[src/rtl/wb_arbiter_pkg.sv]
// Shared constants for the write-back arbiter: sel codes, FSM states, grant bit indices.
// WB_DROP_R0_EN: when defined, writes to register 0 are granted but not committed.
package wb_arbiter_pkg;

    localparam logic [3:0] WB_SEL_ALU  = 4'd0;
    localparam logic [3:0] WB_SEL_LOAD = 4'd1;
    localparam logic [3:0] WB_SEL_HI   = 4'd2;
    localparam logic [3:0] WB_SEL_LO   = 4'd3;
    localparam logic [3:0] WB_SEL_EXC  = 4'd8;

    localparam int unsigned GNT_ALU  = 0;
    localparam int unsigned GNT_MD   = 1;
    localparam int unsigned GNT_LOAD = 2;
    localparam int unsigned GNT_EXC  = 3;

    typedef enum logic [1:0] {
        ST_IDLE,
        ST_LOAD_WAIT,
        ST_WRITE
    } wb_state_e;

    function automatic logic [3:0] wb_onehot(input int unsigned idx);
        logic [3:0] v;
        v = '0;
        v[idx[1:0]] = 1'b1;
        return v;
    endfunction

    function automatic logic wb_we(input logic [4:0] dest);
`ifdef WB_DROP_R0_EN
        return (dest != 5'd0);
`else
        return (dest == dest);
`endif
    endfunction

endpackage

[src/rtl/wb_arbiter_rr2.sv]
// Two-way md/alu round-robin; the last-served pointer lives here and moves only on md/alu writes.
module wb_rr2 (
    input  logic clk,
    input  logic reset,
    input  logic i_req_md,
    input  logic i_req_alu,
    input  logic i_update,
    input  logic i_served_md,
    output logic o_pick_md
);

    logic r_last_md;

    always_ff @(posedge clk or negedge reset) begin
        if (!reset)
            r_last_md <= 1'b0;
        else if (i_update)
            r_last_md <= i_served_md;
    end

    // On a tie the requester not served last wins; md wins by default after reset.
    always_comb begin
        o_pick_md = i_req_md && (!i_req_alu || !r_last_md);
    end

endmodule

[src/rtl/wb_arbiter.sv]
// Register-file write-back arbiter: exc > load > {md, alu round-robin}, one write per two cycles.
// Optional WB_DROP_R0_EN suppresses reg_write for destination register 0.
module wb_arbiter
    import wb_arbiter_pkg::*;
#(
    parameter int unsigned LOAD_WAIT = 2
) (
    input  logic       clk,
    input  logic       reset,
    input  logic       req_exc,
    input  logic       req_load,
    input  logic       req_md,
    input  logic       req_alu,
    input  logic [4:0] dest_exc,
    input  logic [4:0] dest_load,
    input  logic [4:0] dest_md,
    input  logic [4:0] dest_alu,
    input  logic       md_lo,
    output logic [3:0] mux_sel,
    output logic       reg_write,
    output logic [4:0] write_reg,
    output logic [3:0] gnt,
    output logic       load_kill,
    output logic       busy
);

    wb_state_e  r_state;
    logic [2:0] r_cnt;
    logic [4:0] r_load_dest;
    logic [3:0] r_gnt;
    logic [3:0] r_sel;
    logic [4:0] r_dest;
    logic       r_reg_write;

    logic w_pick_md;
    logic w_update;
    logic w_served_md;

    always_comb begin
        w_update    = (r_state == ST_WRITE) && (r_gnt[GNT_MD] || r_gnt[GNT_ALU]);
        w_served_md = r_gnt[GNT_MD];
    end

    wb_rr2 u_rr2 (
        .clk         (clk),
        .reset       (reset),
        .i_req_md    (req_md),
        .i_req_alu   (req_alu),
        .i_update    (w_update),
        .i_served_md (w_served_md),
        .o_pick_md   (w_pick_md)
    );

    always_ff @(posedge clk or negedge reset) begin
        if (!reset) begin
            r_state     <= ST_IDLE;
            r_cnt       <= '0;
            r_load_dest <= '0;
            r_gnt       <= '0;
            r_sel       <= '0;
            r_dest      <= '0;
            r_reg_write <= 1'b0;
        end else begin
            case (r_state)
                ST_IDLE: begin
                    if (req_exc) begin
                        r_state     <= ST_WRITE;
                        r_gnt       <= wb_onehot(GNT_EXC);
                        r_sel       <= WB_SEL_EXC;
                        r_dest      <= dest_exc;
                        r_reg_write <= wb_we(dest_exc);
                    end else if (req_load) begin
                        r_state     <= ST_LOAD_WAIT;
                        r_cnt       <= 3'(LOAD_WAIT - 1);
                        r_load_dest <= dest_load;
                    end else if (w_pick_md) begin
                        r_state     <= ST_WRITE;
                        r_gnt       <= wb_onehot(GNT_MD);
                        r_sel       <= md_lo ? WB_SEL_LO : WB_SEL_HI;
                        r_dest      <= dest_md;
                        r_reg_write <= wb_we(dest_md);
                    end else if (req_alu) begin
                        r_state     <= ST_WRITE;
                        r_gnt       <= wb_onehot(GNT_ALU);
                        r_sel       <= WB_SEL_ALU;
                        r_dest      <= dest_alu;
                        r_reg_write <= wb_we(dest_alu);
                    end
                end
                ST_LOAD_WAIT: begin
                    // An exception overrides the pending load; the load is never granted.
                    if (req_exc) begin
                        r_state     <= ST_WRITE;
                        r_cnt       <= '0;
                        r_gnt       <= wb_onehot(GNT_EXC);
                        r_sel       <= WB_SEL_EXC;
                        r_dest      <= dest_exc;
                        r_reg_write <= wb_we(dest_exc);
                    end else if (r_cnt == 3'd0) begin
                        r_state     <= ST_WRITE;
                        r_gnt       <= wb_onehot(GNT_LOAD);
                        r_sel       <= WB_SEL_LOAD;
                        r_dest      <= r_load_dest;
                        r_reg_write <= wb_we(r_load_dest);
                    end else begin
                        r_cnt <= r_cnt - 3'd1;
                    end
                end
                ST_WRITE: begin
                    r_state     <= ST_IDLE;
                    r_gnt       <= '0;
                    r_sel       <= '0;
                    r_dest      <= '0;
                    r_reg_write <= 1'b0;
                end
                default: begin
                    r_state <= ST_IDLE;
                end
            endcase
        end
    end

    always_comb begin
        mux_sel   = r_sel;
        reg_write = r_reg_write;
        write_reg = r_dest;
        gnt       = r_gnt;
        load_kill = (r_state == ST_LOAD_WAIT) && req_exc;
        busy      = (r_state != ST_IDLE);
    end

endmodule

[config.mk]
export PLATFORM = sky130hd
export DESIGN_NAME = wb_arbiter
export DESIGN_NICKNAME = d
export VERILOG_FILES = /design/src/rtl/wb_arbiter_pkg.sv /design/src/rtl/wb_arbiter_rr2.sv /design/src/rtl/wb_arbiter.sv
export SDC_FILE = /design/constraint.sdc
export NUM_CORES = 1
export LEC_CHECK = 0
export BUFFER_PORTS_ARGS = -buffer_cell sky130_fd_sc_hd__buf_4
export CORE_ASPECT_RATIO = 1.75
export CORE_UTILIZATION = 40
export DETAILED_ROUTE_END_ITERATION = 10
export GPL_TIMING_DRIVEN = 0
export HOLD_SLACK_MARGIN = 0.08
export PLACE_DENSITY = 0.66
export SYNTH_ARGS = -nofsm -noshare
export SYNTH_HDL_FRONTEND = slang
export SYNTH_SLANG_ARGS = --single-unit
[constraint.sdc]
create_clock -name clk -period 2.9 [get_ports clk]
set_input_delay 0.58 -clock clk [delete_from_list [all_inputs] [get_ports clk]]
set_output_delay 0.58 -clock clk [all_outputs]
set_load 0.005 [all_outputs]
# Yosys cells after proc, flatten, opt, wreduce, memory -nomap -nowiden
# Index checks and enable logic that the tools add are counted.
dict set report classes {
  add_sub_neg 1
  n_eq_ne 9
  mux 41
  bitwise_logic 1
  n_reduce_logical 16
}
# cell count
set ops {}
lappend ops {{two-way mux 4 bit} 12}
lappend ops {{two-way mux 5 bit} 6}
lappend ops {{one-hot mux 4 bit (3 select lines)} 2}
lappend ops {{one-hot mux 5 bit (3 select lines)} 1}
lappend ops {{two-way mux 2 bit} 6}
lappend ops {{two-way mux 3 bit} 4}
lappend ops {{!= test 3 bit (second input constant)} 3}
lappend ops {{AND reduction 4 bit} 2}
lappend ops {{two-way mux 1 bit} 7}
lappend ops {{one-hot mux 3 bit (2 select lines)} 1}
lappend ops {{!= test 5 x 4 -> 1 bit (second input constant)} 1}
lappend ops {{!= test 2 bit (second input constant)} 2}
lappend ops {{!= test 4 x 3 -> 1 bit (second input constant)} 1}
lappend ops {{one-hot mux 2 bit (2 select lines)} 1}
lappend ops {{nonzero test 2 bit} 2}
lappend ops {{logical AND 1 bit} 3}
lappend ops {{logical NOT 3 bit} 1}
lappend ops {{one-hot mux 1 bit (3 select lines)} 1}
lappend ops {{AND reduction 3 bit} 1}
lappend ops {{nonzero test 3 bit} 1}
lappend ops {{subtractor 3 x 1 -> 3 bit (second input constant)} 1}
lappend ops {{== test 2 x 1 -> 1 bit (second input constant)} 1}
lappend ops {{== test 2 bit (second input constant)} 1}
lappend ops {{logical NOT 1 bit} 2}
lappend ops {{other kinds (4)} 5}
dict set report totals {
  register_bits 25
  input_bits 27
  out_inout_bits 16
  word_cells 76
}

# Longest topological paths before layout
# Gate-level depths: netlist of run 1.
dict set report depth {
  word_depth 7
  depth_mapped 8
  depth_no_buf 6
}

# By module
# Synthesis of run 1 repeated with hierarchy kept, for this count alone.
dict set report hier_totals {
  cells_unflattened 128
  area_unflattened_um2 1301.2
}
# module instances cells_per_inst area_each_um2 seq_area_each_um2
set by_module_without_submodules {}
lappend by_module_without_submodules {wb_arbiter 1 125 1253.7 525.5}
lappend by_module_without_submodules {wb_rr2 1 3 47.5 25.0}

# Worst setup path before layout of run 1
# No wires, ideal clock.
dict set report synth_timing {
  path_kind {reg2reg}
  startpoint {register r_state[1]}
  endpoint {register r_gnt[0] (netlist: gnt[0])}
  setup_time_ns 0.125
  arrival_time_ns 1.701
  t_required_ns 2.775
  setup_slack_ns 1.075
  stages_incl_launch_ff 7
  n_path_buf 1
  period_less_slack_ns 1.825
  path_cell_list {dfrtp_1 inv_1 ha_1 clkbuf_2 nor2b_1 a221oi_4 mux2_2}
}
dict set report synth_via {
  elab_chain_cells 3
  word_cells_on_any_way 9
  cone_classes {eq/ne (5); mux (1); reduce/logical (3)}
}
# element line_no
set synth_lines {}
lappend synth_lines {{start: declaration} wb_arbiter.sv:27} ;# wb_state_e r_state;
lappend synth_lines {{start signal: assignment} wb_arbiter.sv:56} ;# r_state <= ST_IDLE;
lappend synth_lines {{start signal: assignment} wb_arbiter.sv:67} ;# r_state <= ST_WRITE;
lappend synth_lines {{start signal: assignment} wb_arbiter.sv:73} ;# r_state <= ST_LOAD_WAIT;
lappend synth_lines {{== test 2 x 1 -> 1 bit (tied with other cells)} wb_arbiter.sv:64} ;# case (r_state)
lappend synth_lines {{!= test 3 bit (no source line) (tied with other cells)} n/a}
lappend synth_lines {{AND reduction 4 bit (no source line)} n/a}
lappend synth_lines {{end signal: assignment} wb_arbiter.sv:68} ;# r_gnt <= wb_onehot(GNT_EXC);
lappend synth_lines {{end signal: assignment} wb_arbiter.sv:78} ;# r_gnt <= wb_onehot(GNT_MD);
lappend synth_lines {{end signal: assignment} wb_arbiter.sv:84} ;# r_gnt <= wb_onehot(GNT_ALU);
lappend synth_lines {{end: declaration} wb_arbiter.sv:30} ;# logic [3:0] r_gnt;
# Parallel ways exist; a longest one is shown, timed or not.
# A chain may end at the register's enable or synchronous reset.

# Worst setup path after layout of run 1
dict set report layout_timing {
  startpoint {register r_state[1]}
  endpoint {register r_gnt[1] (netlist: gnt[1])}
}
# Same word-level chain as after synthesis.

==> results.md, run 1 <==
- Actual slew at the worst max-slew pin: 0.655 ns
- Critical path required time: 3.05 ns
- Vias in the first global route: approximately 1,000
- Number of detailed-routing iterations run before antenna repair: 6
- Library cell used as clock root buffer: sky130_fd_sc_hd__clkbuf_8
- Mapped Cells: ~120
- Instance area after placement: roughly 0.0016 mm2
- Die Outline Area: 0.00331 mm2
- Maximum frequency from static timing analysis: around 480 MHz
- Total global routing track utilization: 18.3%
- Total power per unit cell area: about 840 mW/mm2
- Fin nets: roughly 200
- Starting DRT DRC Count: 24
- Largest cells by area after synthesis: sky130_fd_sc_hd__dfrtp_1 (45%), sky130_fd_sc_hd__mux2_2 (7.3%), sky130_fd_sc_hd__ha_1 (6.1%)
- Number of H-tree levels: 1
- Final setup violation count: 0
- Synthesized area: between 0.001 and 0.0015 mm2
- Worst R2R Setup Slack: 0.81 ns
- Syn. warnings: 0
- Worst skew pair latency: between 0.2 and 0.3 ns
- Drt drc: 0
- Number of clock buffers inserted by TritonCTS: 3
- Global-route met2 utilization: 32.0%
- Share of the yosys chip area belonging to registers: approximately 45%
- Delay of the slowest cell on the worst path: 0.53 ns
- Hpwl dp: 2200 um
- WP depth: 6
- Slew Viols, Final: 0
- Gp weighted congestion: about 0.8
- Die boundary width: approximately 44 um
- Sink count of the clock tree: 22
- Unrepaired setup endpoints after global routing: no
- Clock Path Buffers: 2
- Total power after layout: 1.37 mW
- Ys async rst share: 100%
- Period utilization: between 70% and 80%
- Mean post-synth cell area: 10.5 um2
- Largest fanout on the critical path: 9
- Number of buffers added for setup after CTS: 0
- Most Crowded Layer GR: met2
- Flip-flop and latch count after synthesis: 22
- Area delta synth->final: 32.3%
- Count of antenna-violating nets left after detailed routing: 0
- Clock transition at path regs: 0.08 ns
- Top-area cell type share of the netlist area: 44.7%
- Launch point of the worst path: r_state[1]
- Cell taking the most area after synthesis: sky130_fd_sc_hd__dfrtp_1
- Routed len/inst: around 15 um
- Std cell rows: 26
- Outcome: finished clean
- Total buffers and inverters traversed by the critical path: 2
- Worst setup skew after layout: ~0.0047 ns
- Final routed wirelength across all metal layers: 2790 um
- RR Endpoint: gnt[1]
- Grt total ovfl: 0
- Net count after synthesis: 150
- Launch instance of the worst register-to-register path: r_state[1]
- Vias: roughly 1,100
- Met1 GRT Util: 21.5%
- Util after Layout: 55.6%
- I/O pin cnt: 43
- Worst voltage drop across the vdd grid: 0.000445 V
- Main synth FF type: sky130_fd_sc_hd__dfrtp_1
- Number of antenna violations at the first check in global routing: 0
- Crit path max-delay family: compound AO/OA/AOI/OAI gates
- Total of cells resized after clock tree synthesis: 0
- Max-cap check violation count: 0
- Setup CP Type: reg2reg
- Data arrival time of the worst path: 2.23 ns
- CP Launch Type: flop
- Hold/Removal Path Class: in2async
- Die Ht: 75.4 um
- Worst hold margin: 0.198 ns
- Critical path destination: gnt[1]
- Number of buffers added to fix hold violations after cts: 0
- Sequence of cells on the critical path: inv_1 -> ha_1 -> clkbuf_2 -> nor2b_1 -> a221oi_4 -> mux2_2
- Final hold violation count: 0
- Mean number of vias per cell: roughly 5.7
- GRT met3 Usage: 2.61%
- Antenna Diode Count: 0
- Fraction of layout instances using a drive strength above 1: 37.7%
- Distinct cells, synth: 35
- Clock period minus final worst setup slack: 2.09 ns
- Final-layout setup total negative slack: 0 ns
- Length in cells of the worst reg-to-reg path: 6
- Remaining max-slew budget at the tightest pin: 55.9%
- TritonCTS clock tree: done
- Crit. End Element: flop
- Largest net degree at the start of global routing: 23
- Number of enable-type register cells in the synthesized netlist: 0
- Global-route wire length before repair: 4490 um
- Filler Cells Inserted: 287
- Crit path max-delay cell type: sky130_fd_sc_hd__a221oi_4
- Starting density of the core: between 40% and 50%
- Port buffer count: 41
- Standard cell core area: between 0.002 and 0.003 mm2
- Cell leakage power: 0.821 nW
- Final standard cell area without fillers: ~0.0016 mm2
-- synthesized netlist by cell type, drive strengths merged (2+ instances only) --
library cell  count
dfrtp            22
a32o              5
mux2              8
nand2             4
o221ai            2
ha                6
clkbuf            4
inv              12
buf               5
and3b             2
nor2              8
mux2i             2
o21ai             4
a221oi            6
nand2b            2
a21oi             8
nor2b             2
-- power by group --
part	total [mW]	switching (mW)	internal, mW
Sequential	0.521	0.0854	0.436
Clock	0.217	0.0960	0.121
Combinational	0.629	0.287	0.342
-- cells by family after synthesis --
group | share of synthesized area, %
other cells | 0.305
buf+inv | 8.33
mux | 8.94
flops | 44.7
simple gates | 10.3
fa+ha+maj | 6.10
compound gates | 21.3
-- worst register-to-register path, cell delays in order, from the launching register on --
cell	delay, ns
sky130_fd_sc_hd__dfrtp_1	0.40
sky130_fd_sc_hd__inv_1	0.08
sky130_fd_sc_hd__ha_1	0.18
sky130_fd_sc_hd__clkbuf_2	0.17
sky130_fd_sc_hd__nor2b_1	0.22
sky130_fd_sc_hd__a221oi_4	0.53
sky130_fd_sc_hd__mux2_2	0.40
-- cells in the final DEF (no fill, tap or decap), types with 2 or more instances in the layout --
| master | count |
|---|---|
| sky130_fd_sc_hd__mux2i_1 | 2 |
| sky130_fd_sc_hd__dfrtp_1 | 22 |
| sky130_fd_sc_hd__ha_1 | 6 |
| sky130_fd_sc_hd__o21ai_0 | 4 |
| sky130_fd_sc_hd__nor2_1 | 8 |
| sky130_fd_sc_hd__inv_1 | 12 |
| sky130_fd_sc_hd__a21oi_1 | 8 |
| sky130_fd_sc_hd__o221ai_1 | 2 |
| sky130_fd_sc_hd__mux2_2 | 8 |
| sky130_fd_sc_hd__clkbuf_1 | 3 |
| sky130_fd_sc_hd__clkbuf_8 | 4 |
| sky130_fd_sc_hd__nor2b_1 | 2 |
| sky130_fd_sc_hd__and3b_1 | 2 |
| sky130_fd_sc_hd__a32o_1 | 5 |
| sky130_fd_sc_hd__buf_4 | 45 |
| sky130_fd_sc_hd__nand2b_1 | 2 |
| sky130_fd_sc_hd__a221oi_1 | 5 |
| sky130_fd_sc_hd__nand2_1 | 4 |
-- worst min-delay path by stage --
stage | to | slack, ns | depth (start not counted)
5_1_grt | mux_sel[3] | 0.21 | 1
6_report | gnt[1] | 0.20 | 1
2_1_floorplan | gnt[0] | 0.28 | 0
3_3_place_gp | reg_write | 0.48 | 1
4_1_cts | reg_write | 0.20 | 1
3_5_place_dp | reg_write | 0.48 | 1
-- per-stage QoR --
step | setup slack [ns] | std cells
4_1_cts | 0.816 | 190
3_5_place_dp | 0.843 | 186
6_report | 0.813 | 190
3_3_place_gp | 0.844 | 186
2_1_floorplan | 1.07 | 117
5_1_grt | 0.692 | 190
-- layer usage --
metal | share of wire [%] | wire (um) | up-vias
met4 | 2.6 | 72 | 0
met1 | 39 | 1100 | 520
li1 | - | - | 505
met3 | 5.4 | 152 | 8
met2 | 53 | 1470 | 42
met5 | 0 | 0 | -
-- area by class of cell --
| class | instances | area (um2) | area share (%) |
|---|---|---|---|
| Multi-Input combinational cell | 74 | 578 | 35.5 |
| Sequential cell | 22 | 551 | 33.8 |
| Timing Repair Buffer | 41 | 308 | 18.9 |
| Buffer | 9 | 57.6 | 3.53 |
| Clock buffer | 4 | 55.1 | 3.38 |
| Inverter | 12 | 45.0 | 2.76 |
| Tap cell | 28 | 35.0 | 2.15 |
(Power assumes the default switching activity.)
==> run 2: changes to the inputs <==
ABC_AREA = 1   (was not set)
PLACE_DENSITY = 0.68   (was 0.66)
clock period = 1.8 ns   (was 2.9 ns; I/O delays follow)
==> results.md, run 2 <==
- Outcome: finished clean
- Fraction of power consumed by the clock network: 16.3% (+0.4 points)
- Maximum frequency from static timing analysis: approximately 600 MHz
- Number of enable-type register cells in the synthesized netlist: 0 (unchanged)
- Die Ht: 77.5 um (+2.8%)
- Final-layout setup total negative slack: 0 ns (unchanged)
- Antenna Diode Count: 0 (unchanged)
- Starting DRT DRC Count: 26 (+8.3%)
- Share of the yosys chip area belonging to registers: 42.3% (-2.4 points)
- Gp weighted congestion: 0.829 (+5.7%)
- Internal Dissipation: 1.37 mW (+52%)
- Number of detailed-routing iterations run before antenna repair: 4 (-2)
- Mean post-synth cell area: 7.49 um2 (-29%)
- Die boundary width: 45.1 um (+2.7%)
- Crit. End Element: output port
- Global-route wire length before repair: 4910 um (+9.5%)
- Total power per unit cell area: 1260 mW/mm2 (+50%)
- Clock transition at path regs: 0.08 ns (about the same)
- Combinational group share of total power: 47.6% (+1.6 points)
- Final hold violation count: 0 (unchanged)
- Port buffer count: 41 (unchanged)
- Final setup violation count: 0 (unchanged)
- Count of antenna-violating nets left after detailed routing: 0 (unchanged)
- Fin nets: 255 (+30%)
- Cell taking the most area after synthesis: sky130_fd_sc_hd__dfrtp_1
- Critical path required time: 1.44 ns (-1.61 ns)
- Largest cells by area after synthesis: sky130_fd_sc_hd__dfrtp_1 (42%), sky130_fd_sc_hd__nand2_1 (19%), sky130_fd_sc_hd__nand3_1 (7.7%)
- I/O pin cnt: 43 (unchanged)
- Clock period minus final worst setup slack: around 1.7 ns
- Power dissipated by switching net loads: 839 uW (+79%)
- Slew Viols, Final: 0 (unchanged)
- Std cell rows: 27 (+3.8%)
- CP Launch Type: flop
- Standard cell core area: 0.00311 mm2 (+6.2%)
- Worst skew pair latency: 0.26 ns (about the same)
- Area delta synth->final: 34.3%
- TritonCTS clock tree: done
- Die Outline Area: 0.00350 mm2 (+5.6%)
- Final Worst Setup Slack: 0.145 ns (-0.668 ns)
- Syn. warnings: 0 (unchanged)
- Cell total after placement: 258 (+39%)
- Number of clock buffers inserted by TritonCTS: 3 (unchanged)
- Hpwl dp: 2260 um (+2.7%)
- Setup CP Type: reg2out
- Cell leakage power: 0.958 nW (+17%)
- Length in cells of the worst reg-to-reg path: 9 (+3)
- Sink count of the clock tree: 22 (unchanged)
- Data arrival time of the worst path: 1.30 ns (-0.93 ns)
- Net count after synthesis: 207 (+38%)
- Synthesized area: 0.00130 mm2 (+5.8%)
- Most frequent cells after synthesis: sky130_fd_sc_hd__nand2_1 (67), sky130_fd_sc_hd__dfrtp_1 (22), sky130_fd_sc_hd__nand3_1 (20)
- Final cell count without fillers: 264 (+39%)
- Largest net degree at the start of global routing: 23 (unchanged)
- Unrepaired setup endpoints after global routing: no
- Top-area cell type share of the netlist area: 42.3% (-2.4 points)
- Leading cell type in the layout, fill and taps excluded: sky130_fd_sc_hd__nand2_1
- Worst setup skew after layout: 0.00562 ns (+0.000917 ns)
- Worst voltage drop across the vdd grid: 0.000696 V (+56%)
- Vias: 1,234 (+15%)
- Number of stages on the worst hold path: 3
- Dpl ws: 0.0625 ns (-0.780 ns)
- Total global routing track utilization: 18.5% (+0.20 points)
- Grt total ovfl: 0 (unchanged)
- Number of antenna violations at the first check in global routing: 0 (unchanged)
- Period utilization: 92.0%
- Clock Path Buffers: 2 (unchanged)
- Library cell used as clock root buffer: sky130_fd_sc_hd__clkbuf_8
- Max-cap check violation count: 0 (unchanged)
- Drt drc: 0 (unchanged)
- Main synth FF type: sky130_fd_sc_hd__dfrtp_1
- Vias in the first global route: 1,200 (+15%)
- Hold/Removal Path Class: in2reg
- Ys async rst share: 100% (unchanged)
- Mean number of vias per cell: 4.67 (-17%)
- Mapped Cells: 174 (+49%)
- Sequential share of power: 36.1% (-2.0 points)
- Final routed wirelength across all metal layers: 2940 um (+5.4%)
- Distinct cells, synth: 22 (-37%)
- Routed len/inst: 11.2 um (-24%)
- Highest-count cells in the layout ignoring fill and taps: sky130_fd_sc_hd__nand2_1 (67), sky130_fd_sc_hd__buf_4 (46), sky130_fd_sc_hd__dfrtp_1 (22), sky130_fd_sc_hd__nand3_1 (20), sky130_fd_sc_hd__inv_1 (16)
- Share of total power consumed by net switching: 38.0% (+3.7 points)
- Fraction of layout instances using a drive strength above 1: 30.8% (-6.9 points)
- Most common cell in the synthesized netlist: sky130_fd_sc_hd__nand2_1
- Number of H-tree levels: 1 (unchanged)
- Largest fanout on the critical path: 6 (-3)
- Flip-flop and latch count after synthesis: 22 (unchanged)
- Starting density of the core: 41.9% (-0.14 points)
run 2: cell count changes in the layout (fill, tap and decap cells not counted), sizes merged, moves of 5 or more:
| cell | delta |
|---|---|
| nand3 | +20 |
| mux2 | -8 |
| nand2 | +66 |
| o21ai | +10 |
| a221oi | -6 |
| a32o | -5 |
| inv | +7 |
run 2: worst paths after layout:
kind / endpoint / startpoint / slack, ns
worst max-delay path: load_kill / r_state[1] / 0.14
max in group asynchronous: r_load_dest[1] / reset / 1.06
worst min-delay path: r_load_dest[4] / dest_load[4] / 0.29
min in group asynchronous: reg_write / reset / 0.52
worst max register to register: write_reg[1] / r_state[1] / 0.19
worst min register to register: write_reg[4] / write_reg[4] / 0.49
run 2: power by group through the flow:
stage	logic (mW)	clock network, mW	registers, mW
2_1_floorplan	0.646	0	0.790
3_3_place_gp	1.01	0	0.800
3_5_place_dp	1.02	0	0.810
4_1_cts	1.03	0.366	0.801
5_1_grt	1.21	0.394	0.820
6_report	1.05	0.360	0.797
run 2: layout make-up:
| cell class | count | area, um2 |
|---|---|---|
| fill | 324 | 1360 |
| sequential | 22 | 551 |
| inverter | 19 | 71.3 |
| clock buffer | 4 | 55.1 |
| multi-input combinational | 126 | 639 |
| tap | 43 | 53.8 |
| buffer | 7 | 53.8 |
| timing repair buffer | 43 | 325 |
run 2: routing by layer:
| layer | global-route usage [%] | up-vias | part of all wire [%] |
|---|---|---|---|
| met3 | 3.02 | 8 | 3.4 |
| met5 | 0 | - | 0 |
| met2 | 32.9 | 36 | 54 |
| met1 | 20.3 | 551 | 40 |
| met4 | 7.88 | 0 | 2.4 |
| li1 | - | 639 | - |
run 2: repair_timing:
| item | CTS | global route |
|---|---|---|
| setup endpoints to repair | 0 | 8 |
| setup buffers | 0 | 1 |
| endpoints found under the hold margin | 22 | 0 |
| gates resized for setup | 0 | 5 |
| hold buffers | 1 | 0 |
run 2: worst max-delay path, stage by stage (launching register included):
cell and delay (ns):
sky130_fd_sc_hd__dfrtp_1 0.40, sky130_fd_sc_hd__inv_1 0.11, sky130_fd_sc_hd__ha_1 0.27, sky130_fd_sc_hd__nand2_1 0.09, sky130_fd_sc_hd__inv_1 0.06, sky130_fd_sc_hd__buf_4 0.10
run 2: logic make-up (layout without fill, tap and decap cells):
family,Yosys count,count (layout),synth area share (%)
flip-flops,22,22,42.3
AO/OA/AOI/OAI,19,19,8.74
other,1,1,0.288
XOR/XNOR,1,1,0.673
adder cells (fa/ha/maj),6,6,5.76
AND/OR/NAND/NOR,99,99,32.9
buffers and inverters,26,73,9.41
run 2: per-stage QoR:
stage	instance area, um2	hold slack, ns	utilization [%]	power (mW)
5_1_grt	1750	0.290	56.3	2.42
3_3_place_gp	1660	0.265	53.5	1.81
4_1_cts	1730	0.285	55.6	2.19
3_5_place_dp	1660	0.266	53.5	1.83
2_1_floorplan	1300	0.0644	-	1.44
6_report	1750	0.287	56.3	2.21
==> run 3: changes to the inputs <==
ABC_AREA = not set   (was 1)
CORE_UTILIZATION = 44   (was 40)
PLACE_DENSITY = 0.75   (was 0.68)
==> results.md, run 3 (synthesized netlist as in run 1, its figures left out) <==
- Outcome: finished clean
- CP Launch Type: flop
- Crit. End Element: flop
- Final standard cell area without fillers: 0.00173 mm2 (-0.93%)
- Max-cap check violation count: 0 (unchanged)
- Worst hold margin: 0.326 ns (+0.0392 ns)
- Hpwl dp: 2240 um (-1.2%)
- Sequence of cells on the critical path: inv_2 -> ha_2 -> nor2b_1 -> a221oi_4 -> buf_12 -> mux2_2
- Starting DRT DRC Count: 30 (+15%)
- Dpl ws: -0.272 ns (-0.335 ns)
- Critical path required time: 1.95 ns (+0.51 ns)
- Die boundary width: 42.0 um (-7.0%)
- Worst setup skew after layout: 0.00260 ns (-0.00302 ns)
- Largest fanout on the critical path: 7 (+1)
- Grt total ovfl: 0 (unchanged)
- Fin nets: 202 (-21%)
- Register area: 551 um2 (unchanged)
- Worst voltage drop across the vdd grid: 0.000850 V (+22%)
- Final hold violation count: 0 (unchanged)
- Fraction of layout instances using a drive strength above 1: 46.4% (+16 points)
- Clock period minus final worst setup slack: 1.75 ns (+0.0901 ns)
- Cell total after placement: 185 (-28%)
- Area delta synth->final: 40.8%
- Final Worst Setup Slack: 0.0547 ns (-0.0901 ns)
- Setup CP Type: reg2reg
- Sink count of the clock tree: 22 (unchanged)
- Number of H-tree levels: 1 (unchanged)
- Unrepaired setup endpoints after global routing: yes
- Final routed wirelength across all metal layers: 3080 um (+4.5%)
- Total power per unit cell area: 1360 mW/mm2 (+8.0%)
- Number of clock buffers inserted by TritonCTS: 3 (unchanged)
- Number of antenna violations at the first check in global routing: 0 (unchanged)
- Filler Cells Inserted: 236 (-27%)
- Routed len/inst: 15.8 um (+42%)
- Period utilization: 97.0% (+5.0 points)
- Largest net degree at the start of global routing: 23 (unchanged)
- I/O pin cnt: 43 (unchanged)
- Delay of the slowest cell on the worst path: 0.39 ns (about the same)
- Standard cell core area: 0.00269 mm2 (-13%)
- Drt drc: 0 (unchanged)
- Maximum frequency from static timing analysis: 573 MHz (-5.2%)
- Data arrival time of the worst path: 1.90 ns (+0.60 ns)
- Clock Path Buffers: 2 (unchanged)
- Instance area after placement: 0.00157 mm2 (-5.5%)
- Vias: 1,106 (-10%)
- Library cell used as clock root buffer: sky130_fd_sc_hd__clkbuf_8
- Mean number of vias per cell: 5.67 (+21%)
- Highest-count cells in the layout ignoring fill and taps: sky130_fd_sc_hd__buf_4 (52), sky130_fd_sc_hd__dfrtp_1 (22), sky130_fd_sc_hd__inv_1 (11)
- Leading cell type in the layout, fill and taps excluded: sky130_fd_sc_hd__buf_4
- Worst R2R Setup Slack: 0.05 ns (-0.14 ns)
- Die Ht: 72.0 um (-7.1%)
- Die Outline Area: 0.00302 mm2 (-14%)
- Worst skew pair latency: 0.26 ns (about the same)
- Number of detailed-routing iterations run before antenna repair: 4 (unchanged)
- Std cell rows: 25 (-7.4%)
- Port buffer count: 41 (unchanged)
- Starting density of the core: 45.8% (+3.9 points)
- Final setup violation count: 0 (unchanged)
- Crit path max-delay cell type: sky130_fd_sc_hd__dfrtp_1
- Slew Viols, Final: 0 (unchanged)
- Clock transition at path regs: 0.08 ns (about the same)
- Total global routing track utilization: 22.3% (+3.8 points)
- Antenna Diode Count: 0 (unchanged)
- Count of antenna-violating nets left after detailed routing: 0 (unchanged)
- Util after Layout: 64.4% (+8.1 points)
- Area of the multi-input gates: 613 um2 (-4.1%)
- TritonCTS clock tree: done
- Hold/Removal Path Class: in2reg
- Cell leakage power: 0.865 nW (-9.7%)
- Global-route wire length before repair: 5130 um (+4.4%)
- Vias in the first global route: 1,142 (-4.8%)
- Gp weighted congestion: 0.748 (-9.7%)
- Final cell count without fillers: 195 (-26%)
-- run 3: changes by cell type in the layout (fill, tap and decap cells not counted), sizes merged, moves of 6 or more --
cell / delta
a221oi: +6
nand2: -66
o21ai: -10
mux2: +8
nand3: -20
buf: +6
inv: -7
-- run 3: final cells by class --
cell class                 instances  area share, %
timing repair buffer              50           22.5
buffer                             6           2.60
sequential                        22           31.8
inverter                          12           2.60
tap                               27           1.95
clock buffer                       4           3.18
multi-input combinational         74           35.4
-- run 3: what timing repair did --
action	CTS	global route
gates resized for setup	5	7
hold endpoints to repair	22	0
setup buffers	7	1
pin swaps	2	0
setup endpoints to repair	14	10
hold buffers	1	0
-- run 3: where the power goes --
part / switching, mW / internal [mW]
registers: 0.135 / 0.703
clock network: 0.158 / 0.195
logic: 0.511 / 0.663
-- run 3: routing by layer --
| layer | vias up | GRT usage [%] | part of all wire (%) | routed length [um] |
|---|---|---|---|---|
| met1 | 549 | 23.1 | 35 | 1070 |
| met3 | 6 | 2.49 | 3.4 | 104 |
| li1 | 519 | - | - | - |
| met5 | - | 0 | 0 | 0 |
| met4 | 0 | 9.32 | 1.6 | 49 |
| met2 | 32 | 43.8 | 60 | 1850 |
-- run 3: worst paths after layout --
check / start / to / cells after the start
worst min register to register: r_load_dest[3] / r_load_dest[3] / 1
min in group asynchronous: reset / gnt[1] / 2
worst min-delay path: dest_load[4] / r_load_dest[4] / 2
worst max register to register: r_state[0] / gnt[1] / 6
worst max-delay path: r_state[0] / gnt[1] / 6
max in group asynchronous: reset / r_cnt[2] / 2
-- run 3: worst max-delay path: cells and delay by family (launching register included) --
kind | cells | cell delay [ns]
buf+inv | 2 | 0.21
fa+ha+maj | 1 | 0.23
flops | 1 | 0.39
compound gates | 1 | 0.31
mux | 1 | 0.33
simple gates | 1 | 0.17
-- run 3: through the flow --
step                      TNS [ns]  power (mW)
after floorplan            -0.0241        1.45
after global placement       -2.03        1.83
after detailed placement     -2.65        1.87
after CTS                        0        2.35
after global routing       -0.0207        2.52
final                            0        2.37
